File: config.mk
export PLATFORM = sky130hd
export DESIGN_NAME = irq_timer
export DESIGN_NICKNAME = d
export VERILOG_FILES = /design/src/rtl/irq_timer.sv
export SDC_FILE = /design/constraint.sdc
export NUM_CORES = 1
export LEC_CHECK = 0
export BUFFER_PORTS_ARGS = -buffer_cell sky130_fd_sc_hd__buf_2
export CAP_MARGIN = 20
export CORE_AREA = 5 5 92 94
export CTS_CLUSTER_SIZE = 20
export DETAILED_ROUTE_END_ITERATION = 16
export DIE_AREA = 0 0 97 99
export HOLD_SLACK_MARGIN = 0.15
export PLACE_DENSITY = 0.9
export SETUP_SLACK_MARGIN = 0.3
export SYNTH_ARGS = -nofsm -noshare
export SYNTH_HDL_FRONTEND = slang
export SYNTH_SLANG_ARGS = --single-unit
File: constraint.sdc
create_clock -name clk -period 3.4 [get_ports clk]
set_clock_uncertainty 0.15 [all_clocks]
set_input_delay 0.17 -clock clk [delete_from_list [all_inputs] [get_ports clk]]
set_output_delay 0.17 -clock clk [all_outputs]
set_load 0.01 [all_outputs]
File: src/rtl/irq_timer.sv
// Memory-mapped interval timer: TH reload, TL up-counter, TCON control/status.
// Raises a level interrupt on TL overflow, masked while the CPU is in kernel mode.
module irq_timer (
  input  logic        clk,
  input  logic        reset,
  input  logic [31:0] Address,
  input  logic [31:0] WriteData,
  input  logic        MemRead,
  input  logic        MemWrite,
  input  logic        PC31,
  output logic [31:0] ReadData,
  output logic        IRQ
);

  localparam int unsigned DataW = 32;
  localparam int unsigned TconW = 3;

  localparam logic [DataW-1:0] AddrTh   = 32'h4000_0000;
  localparam logic [DataW-1:0] AddrTl   = 32'h4000_0004;
  localparam logic [DataW-1:0] AddrTcon = 32'h4000_0008;

  logic [DataW-1:0] th;
  logic [DataW-1:0] tl;
  logic [TconW-1:0] tcon;

  logic selTh, selTl, selTcon;
  logic wrTh, wrTl, wrTcon;
  logic countEn, tlAtMax, overflow, statusSet;

  assign selTh   = (Address == AddrTh);
  assign selTl   = (Address == AddrTl);
  assign selTcon = (Address == AddrTcon);

  assign wrTh   = MemWrite && selTh;
  assign wrTl   = MemWrite && selTl;
  assign wrTcon = MemWrite && selTcon;

  // Counting uses the registered enable, so a TCON write affects the next cycle.
  assign countEn   = tcon[0];
  assign tlAtMax   = (tl == {DataW{1'b1}});
  assign overflow  = countEn && tlAtMax && !wrTl;
  assign statusSet = overflow && tcon[1];

  always_ff @(posedge clk or negedge reset) begin
    if (!reset) begin
      th <= '0;
    end else if (wrTh) begin
      th <= WriteData;
    end
  end

  // A software TL write preempts both increment and reload; reload takes the old TH.
  always_ff @(posedge clk or negedge reset) begin
    if (!reset) begin
      tl <= '0;
    end else if (wrTl) begin
      tl <= WriteData;
    end else if (countEn) begin
      tl <= tlAtMax ? th : tl + DataW'(1);
    end
  end

  // Hardware status set wins over a coincident software clear.
  always_ff @(posedge clk or negedge reset) begin
    if (!reset) begin
      tcon <= '0;
    end else if (wrTcon) begin
      tcon <= {WriteData[2] | statusSet, WriteData[1:0]};
    end else if (statusSet) begin
      tcon[2] <= 1'b1;
    end
  end

  always_comb begin
    ReadData = '0;
    if (MemRead) begin
      if (selTh) begin
        ReadData = th;
      end else if (selTl) begin
        ReadData = tl;
      end else if (selTcon) begin
        ReadData = {(DataW - TconW)'(0), tcon};
      end
    end
  end

  assign IRQ = tcon[1] && tcon[2] && !PC31;

endmodule

## Word level (Yosys, flattened, before mapping)

Index checks and enable logic that the tools add are counted.

| cells by class | value |
|---|---|
| add/subtract/negate cells | 1 |
| eq/ne operators | 4 |
| multiplexer cells | 9 |
| bitwise logic cells | 1 |
| reduce and logical (&&, ||, !) cells | 12 |

Operator list:

| operator | count |
|---|---|
| $mux W32 | 6 |
| $eq A32 B31 Y1 const B | 3 |
| $add A32 B1 Y32 const B | 1 |
| $eq A32 B32 Y1 const B | 1 |
| $logic_and A1 B1 Y1 | 8 |
| $reduce_bool A2 Y1 | 2 |
| $mux W3 | 1 |
| $logic_not A1 Y1 | 2 |
| $mux W1 | 2 |
| $or A1 B1 Y1 | 1 |

| storage, ports and cells | value |
|---|---|
| bits in registers | 67 |
| input port bits | 69 |
| output and inout bits | 33 |
| logic and storage cells | 31 |

## Longest topological paths before layout

Gate-level depths: netlist of run 1.

| depth | value |
|---|---|
| word-level depth | 7 |
| gate-level depth with buffers | 8 |
| depth with buffers taken out | 7 |

## Worst setup path after synthesis of run 1

Ideal clock, no wire load.

| timing path | value |
|---|---|
| path type | reg-to-reg |
| from | register tl[12] |
| to | register tl[7] |
| setup time | 126 ps |
| data arrival time | 1843 ps |
| required time | 3124 ps |
| setup slack | 1281 ps |
| cell stages (with the launch flop) | 8 |
| buffers on the path | 1 |
| clock period less this slack | 2119 ps |
| cell sequence | dfrtp_1 > buf_2 > nand4_1 > nor4_4 > nand3_4 > mux2_1 > mux2i_1 > a21oi_1 |

| between the ends | value |
|---|---|
| longest elaborated chain between the ends | 4 |

Ends and longest elaborated chain:

| what | line | text |
|---|---|---|
| from (decl) | 23 | `logic [DataW-1:0] tl;` |
| from (signal assigned) | 57 | `tl <= WriteData;` |
| from (signal assigned) | 59 | `tl <= tlAtMax ? th : tl + DataW'(1);` |
| $eq A32 B32 Y1 | 40 | `assign tlAtMax = (tl == {DataW{1'b1}});` |
| $mux W32 | 59 |  |
| $mux W32 | 58 | `end else if (countEn) begin` |
| $mux W32 | 56 | `end else if (wrTl) begin` |

Every way passes these cells. The select of a mux whose other input is x is not followed.
A chain may end at the register's enable or synchronous reset.

## Worst setup path in the final report of run 1

Ends and elaborated chain as after synthesis.

==> results of run 1 <==
==> cell families after synthesis <==
logic type,Yosys count
mux,45
xor+xnor,10
flops,67
fa+ha+maj,1
simple gates,183
compound gates,110
buf+inv,44
==> stage by stage <==
step / setup WS, ns / util, %
3_3_place_gp: 0.871 / 63.3
3_5_place_dp: 0.761 / 63.3
5_1_grt: 0.521 / 70.7
6_report: 0.629 / 70.7
4_1_cts: 0.699 / 70.7
2_1_floorplan: 1.28 / -
==> state kept, by name (all words and copies together), names as in the netlist <==
name	cells
th	32
tcon	3
tl	32
==> tightest hold or removal path, stage by stage <==
cell,delay [ns]
buf_2,0.14
and4_1,0.21
mux2i_1,0.13
o21ai_1,0.07
==> Yosys cell counts, types with 5 or more instances <==
library cell | count | area share [%]
dfrtp_1 | 67 | 40
nand2_1 | 42 | 3.7
mux2_1 | 35 | 9.3
nor2b_1 | 31 | 4.6
a22oi_1 | 29 | 5.1
nand3_1 | 23 | 2.7
nor2_1 | 23 | 2.0
buf_2 | 18 | 2.1
clkbuf_1 | 18 | 1.6
a31oi_1 | 15 | 2.2
a21oi_1 | 13 | 1.5
nand4_1 | 13 | 1.9
o21ai_1 | 11 | 1.3
mux2i_1 | 10 | 2.4
nor4_1 | 10 | 1.5
a21o_1 | 9 | 1.6
and3_1 | 8 | 1.2
o211ai_1 | 8 | 1.4
inv_1 | 7 | 0.62
o21ai_0 | 7 | 0.83
xnor2_1 | 7 | 1.4
and4_1 | 6 | 1.2
nand2b_1 | 6 | 0.89
a211oi_1 | 5 | 0.89
nor3_1 | 5 | 0.59
==> worst paths after layout <==
kind                                        to                from  depth (start not counted)
max in group asynchronous   th[11]$_DFFE_PN0P_               reset                          3
min in group asynchronous   th[30]$_DFFE_PN0P_               reset                          3
hold / removal             tcon[2]$_DFFE_PN0P_          Address[3]                          4
setup reg to reg             tl[7]$_DFFE_PN0P_  tl[12]$_DFFE_PN0P_                          6
hold reg to reg             th[18]$_DFFE_PN0P_  th[18]$_DFFE_PN0P_                          1
setup / recovery             tl[7]$_DFFE_PN0P_  tl[12]$_DFFE_PN0P_                          6
==> power by group through the flow <==
| stage | clock network (µW) | logic [µW] | registers (µW) |
|---|---|---|---|
| after CTS | 769 | 106 | 796 |
| after global routing | 801 | 119 | 796 |
| after global placement | 0 | 74.8 | 812 |
| after floorplan | 0 | 11.8 | 812 |
| final | 771 | 107 | 796 |
| after detailed placement | 0 | 76.6 | 812 |
==> per-layer routing <==
| layer | vias up | part of all wire (%) | wire (µm) | global-route usage (%) |
|---|---|---|---|---|
| met5 | - | 0 | 0 | 0 |
| met4 | 0 | 3.4 | 435 | 14.9 |
| met3 | 61 | 9.0 | 1140 | 5.31 |
| met2 | 274 | 50 | 6340 | 44.9 |
| met1 | 2006 | 38 | 4830 | 33.4 |
| li1 | 1940 | - | - | - |
==> area by class of cell <==
type,instances,share of cell area (%)
clock buffer,12,2.90
clock inverter,4,1.36
inverter,7,0.491
multi-input combinational,349,44.5
sequential,67,31.3
tap,102,2.39
timing repair buffer,144,17.0
==> cell usage in the layout (no fill, tap or decap), types with 2 or more instances in the layout <==
cell / netlist / final
a21o_1: 9 / 9
o211ai_1: 8 / 8
nor2_1: 23 / 23
a41o_1: 2 / 2
o21ai_1: 11 / 11
and2_1: 3 / 3
nand3_1: 23 / 23
a21oi_1: 13 / 13
nand2b_1: 6 / 6
nand3b_1: 3 / 3
mux2i_1: 10 / 10
a22oi_1: 29 / 29
nor4_2: 2 / 4
a31oi_1: 15 / 15
o31ai_1: 2 / 2
a2111oi_0: 3 / 3
o21ai_0: 7 / 7
nor4_1: 10 / 8
clkbuf_8: 0 / 11
mux2_1: 35 / 35
dfrtp_1: 67 / 67
buf_4: 0 / 10
bufinv_16: 0 / 2
dlygate4sd3_1: 0 / 33
nor2b_1: 31 / 31
a211oi_1: 5 / 5
nand2_1: 42 / 42
xnor2_1: 7 / 7
nor3_1: 5 / 5
inv_1: 7 / 7
nand4_1: 13 / 13
and4_1: 6 / 6
buf_2: 18 / 101
and3_1: 8 / 8
xor2_1: 3 / 3
==> impl_metrics.tcl, run 1 <==
set metrics [dict create \
    synth_top_family_by_area "simple AND/OR/NAND/NOR gates" \
    rsz0062_at_grt "no" \
    maxCapViolations 0 \
    cp.required_ns 3.45 \
    end_kind "register" \
    switchingPower_uw 366 \
    post-cts-setup-buffer-count 0 \
    fin_crit_ns 2.77 \
    synth_mux_area_share_pct 11.7 \
    hp-class "in -> reg" \
    ios 102 \
    insertion_delay_ns 0.36 \
    synth_compound_area_share_pct 17.5 \
    finalHoldViolations 0 \
    cts_buffers 9 \
    cellInternalPower_uw 1310 \
    grt_usage_pct 27.1 \
    critPathBufInv 0 \
    worstPathArrival_ns 2.83 \
    die_w_um 97 \
    initial_core_util_pct 55.9 \
    hold_buffers 33 \
    vias 4281 \
    syn_avg_cell_area_um2 9.20 \
    routed_via_density 6.25 \
    fin_hold_ws_ns 0.264 \
    p_clk_share_pct 46.0 \
    finalWeightedCongestion 0.885 \
    core_region_area_mm2 0.00757 \
    power_frac_comb_pct 6.4 \
    ys_warn_count 0 \
    setup_viol 0 \
    cts_max_path_buffers 2 \
    async_reset_ff_share_pct 100 \
    dp.cells 636 \
    synth_edf_count 0 \
    ys_seq_elements 67 \
    design_area_mm2 0.00535 \
    cp_slowest_stage_delay_ns 0.73 \
    antenna_cells 0 \
    wl_um 12700 \
    r2r_setup_slack_ns 0.63 \
    cts_root_buffer "clkbuf_8" \
    worstSetupPathType "reg -> reg" \
    fin_setup_tns_ns 0 \
    power.density_mw_per_mm2 313 \
    cp-start-kind "register" \
    die_y_um 99 \
    fmax_mhz 361 \
    status "finished, final reports clean" \
    grt_pass1_vias 4376 \
    synthDistinctLibCells 48 \
    p_leak_uw 0.00245 \
    dp_hpwl_um 8210 \
    cp_max_fo 16 \
    synthXorXnorAreaFrac_pct 2.07 \
    yosys.area_share.simple_pct 24.4 \
    drtIter0Drc 486 \
    antenna_found_initial 0 \
    drt-pass1-iter-count 6 \
    power_frac_seq_pct 47.6 \
    dieArea_mm2 0.00960 \
    fin_crit_sh_pct 81.5 \
    antenna_left 0 \
    grt_max_degree 68 \
    slew_headroom_pct 42.8 \
    maxSlewViolCount 0 \
    globalRouteOverflowTotal 0 \
    syn_nets 530 \
    switching_share_pct 21.9 \
    io_buffers 101 \
    peakVddDrop_v 0.000236 \
    cts_tree "built" \
    instances_no_fill 685 \
    synthAdderAreaFrac_pct 0.296 \
    yosysSeqAreaShare_pct 39.6 \
    multiInputGateArea_mm2 0.00238 \
    syn_inst 460 \
    clkSinkCount 67 \
    cpMaxStageDelayCell "nor4_4" \
    worstMarginPinSlew_ns 0.857 \
    ff_latch_area_mm2 0.00168 \
    layout-drive-gt1-share_pct 23.2 \
    rows 32 \
    ys.flop_type "dfrtp_1" \
    cp_top_family "simple AND/OR/NAND/NOR gates" \
    finalPower_uw 1670 \
    post_dp_cell_area_mm2 0.00479 \
    clk_pin_slew_worst_paths_ns 0.07 \
    fillers 533 \
    drc 0 \
    cts_resized 0 \
    nets 648 \
    h-tree-depth 3 \
    area_growth_pct 26.4 \
    synth.cell_area_mm2 0.00423 \
    grt_pass1_wl_um 21400 \
    path_cells "nand4_1, nor4_4, nand3_4, mux2_1, mux2i_1, a21oi_1" \
    wl_per_cell_um 18.6 \
]
Power figures use the tool's default switching activity.
==> run 2: changes to the inputs <==
- CORE_AREA: 5 5 92 94 -> 5 5 95 97
- DIE_AREA: 0 0 97 99 -> 0 0 100 102
- PLACE_DENSITY: 0.9 -> 0.85
- clock period: 3.4 -> 2.8 ns (I/O delays scaled with it)
==> run 2 against run 1 <==
  * Wire length shrank 3.5%
  * Setup slack lost 0.21 ns
  * Combinational power grew 24%
  * Total power grew 27%
  * Critical path depth is the same
  * Clock power grew 34%
  * Die area grew 6.2%
  * Sequential share of layout area shrank 0.63 points
  * Critical path type unchanged
  * Largest power group is now the clock network
==> impl_metrics.tcl, run 2 (synthesized netlist as in run 1, its figures left out) <==
set metrics [dict create \
    status "finished, final reports clean" \
    dp_hpwl_um 8140 \
    setup_viol 0 \
    fillers 625 \
    met2_length_um 5950 \
    die_w_um 100 \
    hp-class "in -> async" \
    slew_headroom_pct 70.4 \
    clkSinkCount 67 \
    largestRegisters "th (32), tl (32), tcon (3)" \
    antenna_left 0 \
    finalHoldViolations 0 \
    dp.cells 643 \
    initial_core_util_pct 52.6 \
    cts_max_path_buffers 2 \
    drtIter0Drc 423 \
    clk_pin_slew_worst_paths_ns 0.08 \
    cts_root_buffer "clkbuf_8" \
    cts_tree "built" \
    m1WireLength_um 5070 \
    antenna_found_initial 0 \
    ios 102 \
    drc 0 \
    cp-start-kind "register" \
    final_common_cell "buf_2" \
    globalRouteOverflowTotal 0 \
    cts_buffers 9 \
    worstPathArrival_ns 2.47 \
    nets 653 \
    wl_um 12300 \
    grt_max_degree 68 \
    maxCapViolations 0 \
    layout-drive-gt1-share_pct 24.3 \
    grt_pass1_wl_um 20200 \
    fin_setup_tns_ns 0 \
    layout_common_cells "buf_2 (101), dfrtp_1 (66), nand2_1 (42)" \
    dieArea_mm2 0.0102 \
    worstMarginPinSlew_ns 0.432 \
    cp.required_ns 2.89 \
    drt-pass1-iter-count 6 \
    routed_via_density 6.04 \
    die_y_um 102 \
    wl_met3_um 864 \
    insertion_delay_ns 0.36 \
    grt_usage_pct 24.8 \
    power.density_mw_per_mm2 389 \
    instances_no_fill 693 \
    fmax_mhz 420 \
    vias 4184 \
    h-tree-depth 3 \
    peakVddDrop_v 0.000314 \
    fin_crit_ns 2.38 \
    highest_layer "met4" \
    end_kind "register" \
    io_buffers 101 \
    maxSlewViolCount 0 \
    fin_util_pct 67.9 \
    core_region_area_mm2 0.00805 \
    rows 33 \
    wl_per_cell_um 17.8 \
    area_growth_pct 29.1 \
    worstSetupPathType "reg -> reg" \
    rsz0062_at_grt "no" \
    antenna_cells 0 \
    cp_max_fo 16 \
    finalWeightedCongestion 0.895 \
    grt_pass1_vias 4238 \
    p_leak_uw 0.00249 \
    fin_crit_sh_pct 85.1 \
]
-- run 2: cell types whose count changed in the layout (fill, tap and decap cells not counted), sizes merged --
cell	delta
clkbuf	-2
clkinv	-1
bufinv	+1
clkinvlp	+2
buf	+5
-- run 2: stage by stage --
stage                     area [µm²]  worst slack (ns)  total power (µW)  hold slack (ns)
after floorplan                 4230             0.681              1000           -0.306
final                           5460             0.418              2130            0.171
after CTS                       5450             0.435              2120            0.197
after detailed placement        4860             0.330              1080           0.0397
after global routing            5460             0.315              2190            0.213
after global placement          4860             0.501              1080           0.0328
-- run 2: per-layer routing --
| metal | GRT usage [%] | vias to the layer above |
|---|---|---|
| met5 | 0 | - |
| li1 | - | 1951 |
| met2 | 41.1 | 200 |
| met1 | 31.6 | 1979 |
| met3 | 4.64 | 54 |
| met4 | 11.2 | 0 |
-- run 2: worst max-delay path: stages (launching register included) --
cell	delay, ns
dfrtp_1	0.50
nand4_2	0.28
nor4_4	0.39
nand3_4	0.27
mux2_1	0.40
mux2i_1	0.17
a21oi_1	0.09
-- run 2: cell type report --
class / count / area, µm² / area share (%)
Tap cell: 105 / 131 / 2.40
Timing Repair Buffer: 149 / 986 / 18.0
Clock inverter: 6 / 113 / 2.06
Inverter: 7 / 26.3 / 0.481
Clock buffer: 10 / 138 / 2.52
Sequential cell: 67 / 1680 / 30.7
Multi-Input combinational cell: 349 / 2390 / 43.8
-- run 2: report_power, final --
part / leakage, µW / switching [µW] / internal, µW
clock network: 0.000115 / 413 / 616
logic: 0.00158 / 57.1 / 75.7
registers: 0.000795 / 0.00465 / 967
-- run 2: what timing repair did --
action                                  CTS  global route
buffers inserted                          0             1
hold buffers                             33             0
endpoints found under the setup margin    1             1
pin swaps                                 0             1
gates resized for setup                   1             2
hold endpoints to repair                134             0
-- run 2: path summary, 6_finish.rpt --
check	start	to	slack [ns]	cells after the start
worst min-delay path	reset	tl[28]$_DFFE_PN0P_	0.17	3
worst max-delay path	tl[5]$_DFFE_PN0P_	tl[7]$_DFFE_PN0P_	0.42	6
worst min register to register	th[1]$_DFFE_PN0P_	th[1]$_DFFE_PN0P_	0.37	1
max in group asynchronous	reset	tl[4]$_DFFE_PN0P_	2.02	3
min in group clk	MemWrite	tl[20]$_DFFE_PN0P_	0.22	4
worst max register to register	tl[5]$_DFFE_PN0P_	tl[7]$_DFFE_PN0P_	0.42	6
==> run 3: changes to the inputs <==
- CORE_AREA: 5 5 95 97 -> 5 5 99 101
- DIE_AREA: 0 0 100 102 -> 0 0 104 106
- PLACE_DENSITY: 0.85 -> 0.82
- clock period: 2.8 -> 2 ns (I/O delays scaled with it)
==> run 3 against run 2 <==
  * The run now ends with setup timing left
  * Core utilization up 15 points
  * Register-to-register slack worse by 0.95 ns
  * First-iteration DRC count is 91% higher
  * Fmax decreased by 5.9%
  * Sequential cell count did not move
  * Combinational power grew 86%
  * Cell area up 36%
  * Largest power group unchanged
==> impl_metrics.tcl, run 3 (synthesized netlist as in run 1, its figures left out) <==
set metrics [dict create \
    die_w_um 104 \
    end_kind "register" \
    routed_via_density 7.14 \
    peakVddDrop_v 0.000834 \
    wl_per_cell_um 29.8 \
    setup_viol 65 \
    cp.required_ns 2.08 \
    vias 5687 \
    layout_common_cells "buf_2 (92), buf_4 (69), dfrtp_1 (63)" \
    cts_buffers 9 \
    worstPathArrival_ns 2.61 \
    largestRegisters "th (32), tl (32), tcon (3)" \
    area_growth_pct 75.0 \
    globalRouteOverflowTotal 0 \
    drtIter0Drc 809 \
    final_common_cell "buf_2" \
    clkSinkCount 67 \
    cts_root_buffer "clkbuf_8" \
    worst_slack_ns -0.531 \
    worstMarginPinSlew_ns 0.749 \
    die_y_um 106 \
    ff_latch_area_mm2 0.00168 \
    instances_no_fill 796 \
    io_buffers 101 \
    power_frac_seq_pct 45.1 \
    cts_max_path_buffers 2 \
    critPathBufInv 3 \
    failed_checks "setup timing" \
    dp_hpwl_um 9280 \
    path_cells "ha_4, nand4_1, nor4_4, buf_6, buf_12, buf_16, a21oi_2, o31ai_1" \
    drc 0 \
    cellInternalPower_uw 2250 \
    multiInputGateArea_mm2 0.00321 \
    hp-class "in -> async" \
    nets 750 \
    cpMaxStageDelayCell "nor4_4" \
    worstSetupPathType "reg -> reg" \
    rsz0062_at_grt "yes" \
    p_clk_share_pct 46.7 \
    ios 102 \
    finalHoldViolations 0 \
    h-tree-depth 3 \
    p_leak_uw 0.00316 \
    core_region_area_mm2 0.00893 \
    dieArea_mm2 0.0110 \
    dp.cells 703 \
    slew_headroom_pct 49.7 \
    antenna_left 0 \
    grt_pass1_wl_um 28700 \
    clk_pin_slew_worst_paths_ns 0.09 \
    grt_pass1_vias 5356 \
    grt_max_degree 68 \
    fin_crit_ns 2.53 \
    cp_top_family "simple AND/OR/NAND/NOR gates" \
    post_dp_cell_area_mm2 0.00547 \
    initial_core_util_pct 47.4 \
    maxCapViolations 0 \
    fillers 394 \
    rows 35 \
    cp-start-kind "register" \
    fmax_mhz 395 \
    switchingPower_uw 753 \
    cts_tree "built" \
    cp_slowest_stage_delay_ns 0.50 \
    cp_max_fo 5 \
    layout-drive-gt1-share_pct 54.3 \
    design_area_mm2 0.00741 \
    status "finished, violations left" \
    antenna_cells 0 \
    fin_crit_sh_pct 127 \
    drt-pass1-iter-count 8 \
    place_ws_ns -0.139 \
    grt_usage_pct 32.6 \
    power.density_mw_per_mm2 405 \
    switching_share_pct 25.1 \
    fin_util_pct 82.9 \
    insertion_delay_ns 0.39 \
    maxSlewViolCount 0 \
    wl_um 23700 \
    power_frac_comb_pct 8.2 \
    antenna_found_initial 0 \
    finalWeightedCongestion 0.873 \
]
==> run 3: cell types whose count changed in the layout (fill, tap and decap cells not counted), sizes merged <==
cell         change
clkbuf           +5
dlygate4sd3      +1
bufinv           -1
clkinvlp         -2
clkinv           +1
buf             +93
==> run 3: metal layers <==
layer | share of wire, % | vias up | wire (µm) | global-route usage [%]
met5 | 0 | - | 0 | 0
met4 | 9.2 | 0 | 2180 | 22.5
met3 | 14 | 236 | 3300 | 6.68
met2 | 44 | 678 | 10400 | 52.0
met1 | 33 | 2627 | 7840 | 39.4
li1 | - | 2146 | - | -
==> run 3: cell type report <==
cell class	count	area share (%)
multi-input cells	349	43.3
repair buffers	246	28.7
flip-flops and latches	67	22.7
clock buffers	12	2.09
well taps	111	1.87
clock inverters	4	0.980
inverters	7	0.355
==> run 3: power by group through the flow <==
stage | Combinational, µW | Clock [µW] | Sequential (µW)
6_report | 248 | 1400 | 1350
3_5_place_dp | 152 | 0 | 1380
5_1_grt | 261 | 1430 | 1350
4_1_cts | 209 | 1310 | 1350
3_3_place_gp | 148 | 0 | 1380
2_1_floorplan | 23.6 | 0 | 1380
==> run 3: per-stage QoR <==
step / setup TNS, ns / power (µW) / hold WS (ns)
CTS: -0.719 / 2870 / 0.177
detailed placement: -4.46 / 1530 / 0.000176
floorplan: -0.0917 / 1400 / -0.346
global route: -19.09 / 3050 / 0.152
global placement: -0.198 / 1530 / -0.00692
finish: -15.64 / 3000 / 0.116
==> run 3: timing repair <==
action / CTS / global route
pin swaps: 35 / 57
hold endpoints to repair: 134 / 0
setup endpoints to repair: 97 / 99
gates cloned: 7 / 3
hold buffers: 34 / 0
buffers inserted: 19 / 14
resized for setup: 90 / 107
==> run 3: worst min-delay path, cell delays in order <==
cell	delay, ns
dlygate4sd3_1	0.52
buf_2	0.12
buf_12	0.32
==> run 3: final timing paths <==
| kind | from | to | slack (ns) | cells after the start |
|---|---|---|---|---|
| hold reg to reg | th[0]$_DFFE_PN0P_ | th[0]$_DFFE_PN0P_ | 0.40 | 1 |
| setup / recovery | tl[0]$_DFFE_PN0P_ | tl[24]$_DFFE_PN0P_ | -0.53 | 8 |
| max in group asynchronous | reset | tcon[2]$_DFFE_PN0P_ | 1.27 | 3 |
| setup reg to reg | tl[0]$_DFFE_PN0P_ | tl[24]$_DFFE_PN0P_ | -0.53 | 8 |
| min in group clk | Address[3] | tcon[2]$_DFFE_PN0P_ | 0.22 | 4 |
| hold / removal | reset | th[30]$_DFFE_PN0P_ | 0.12 | 3 |
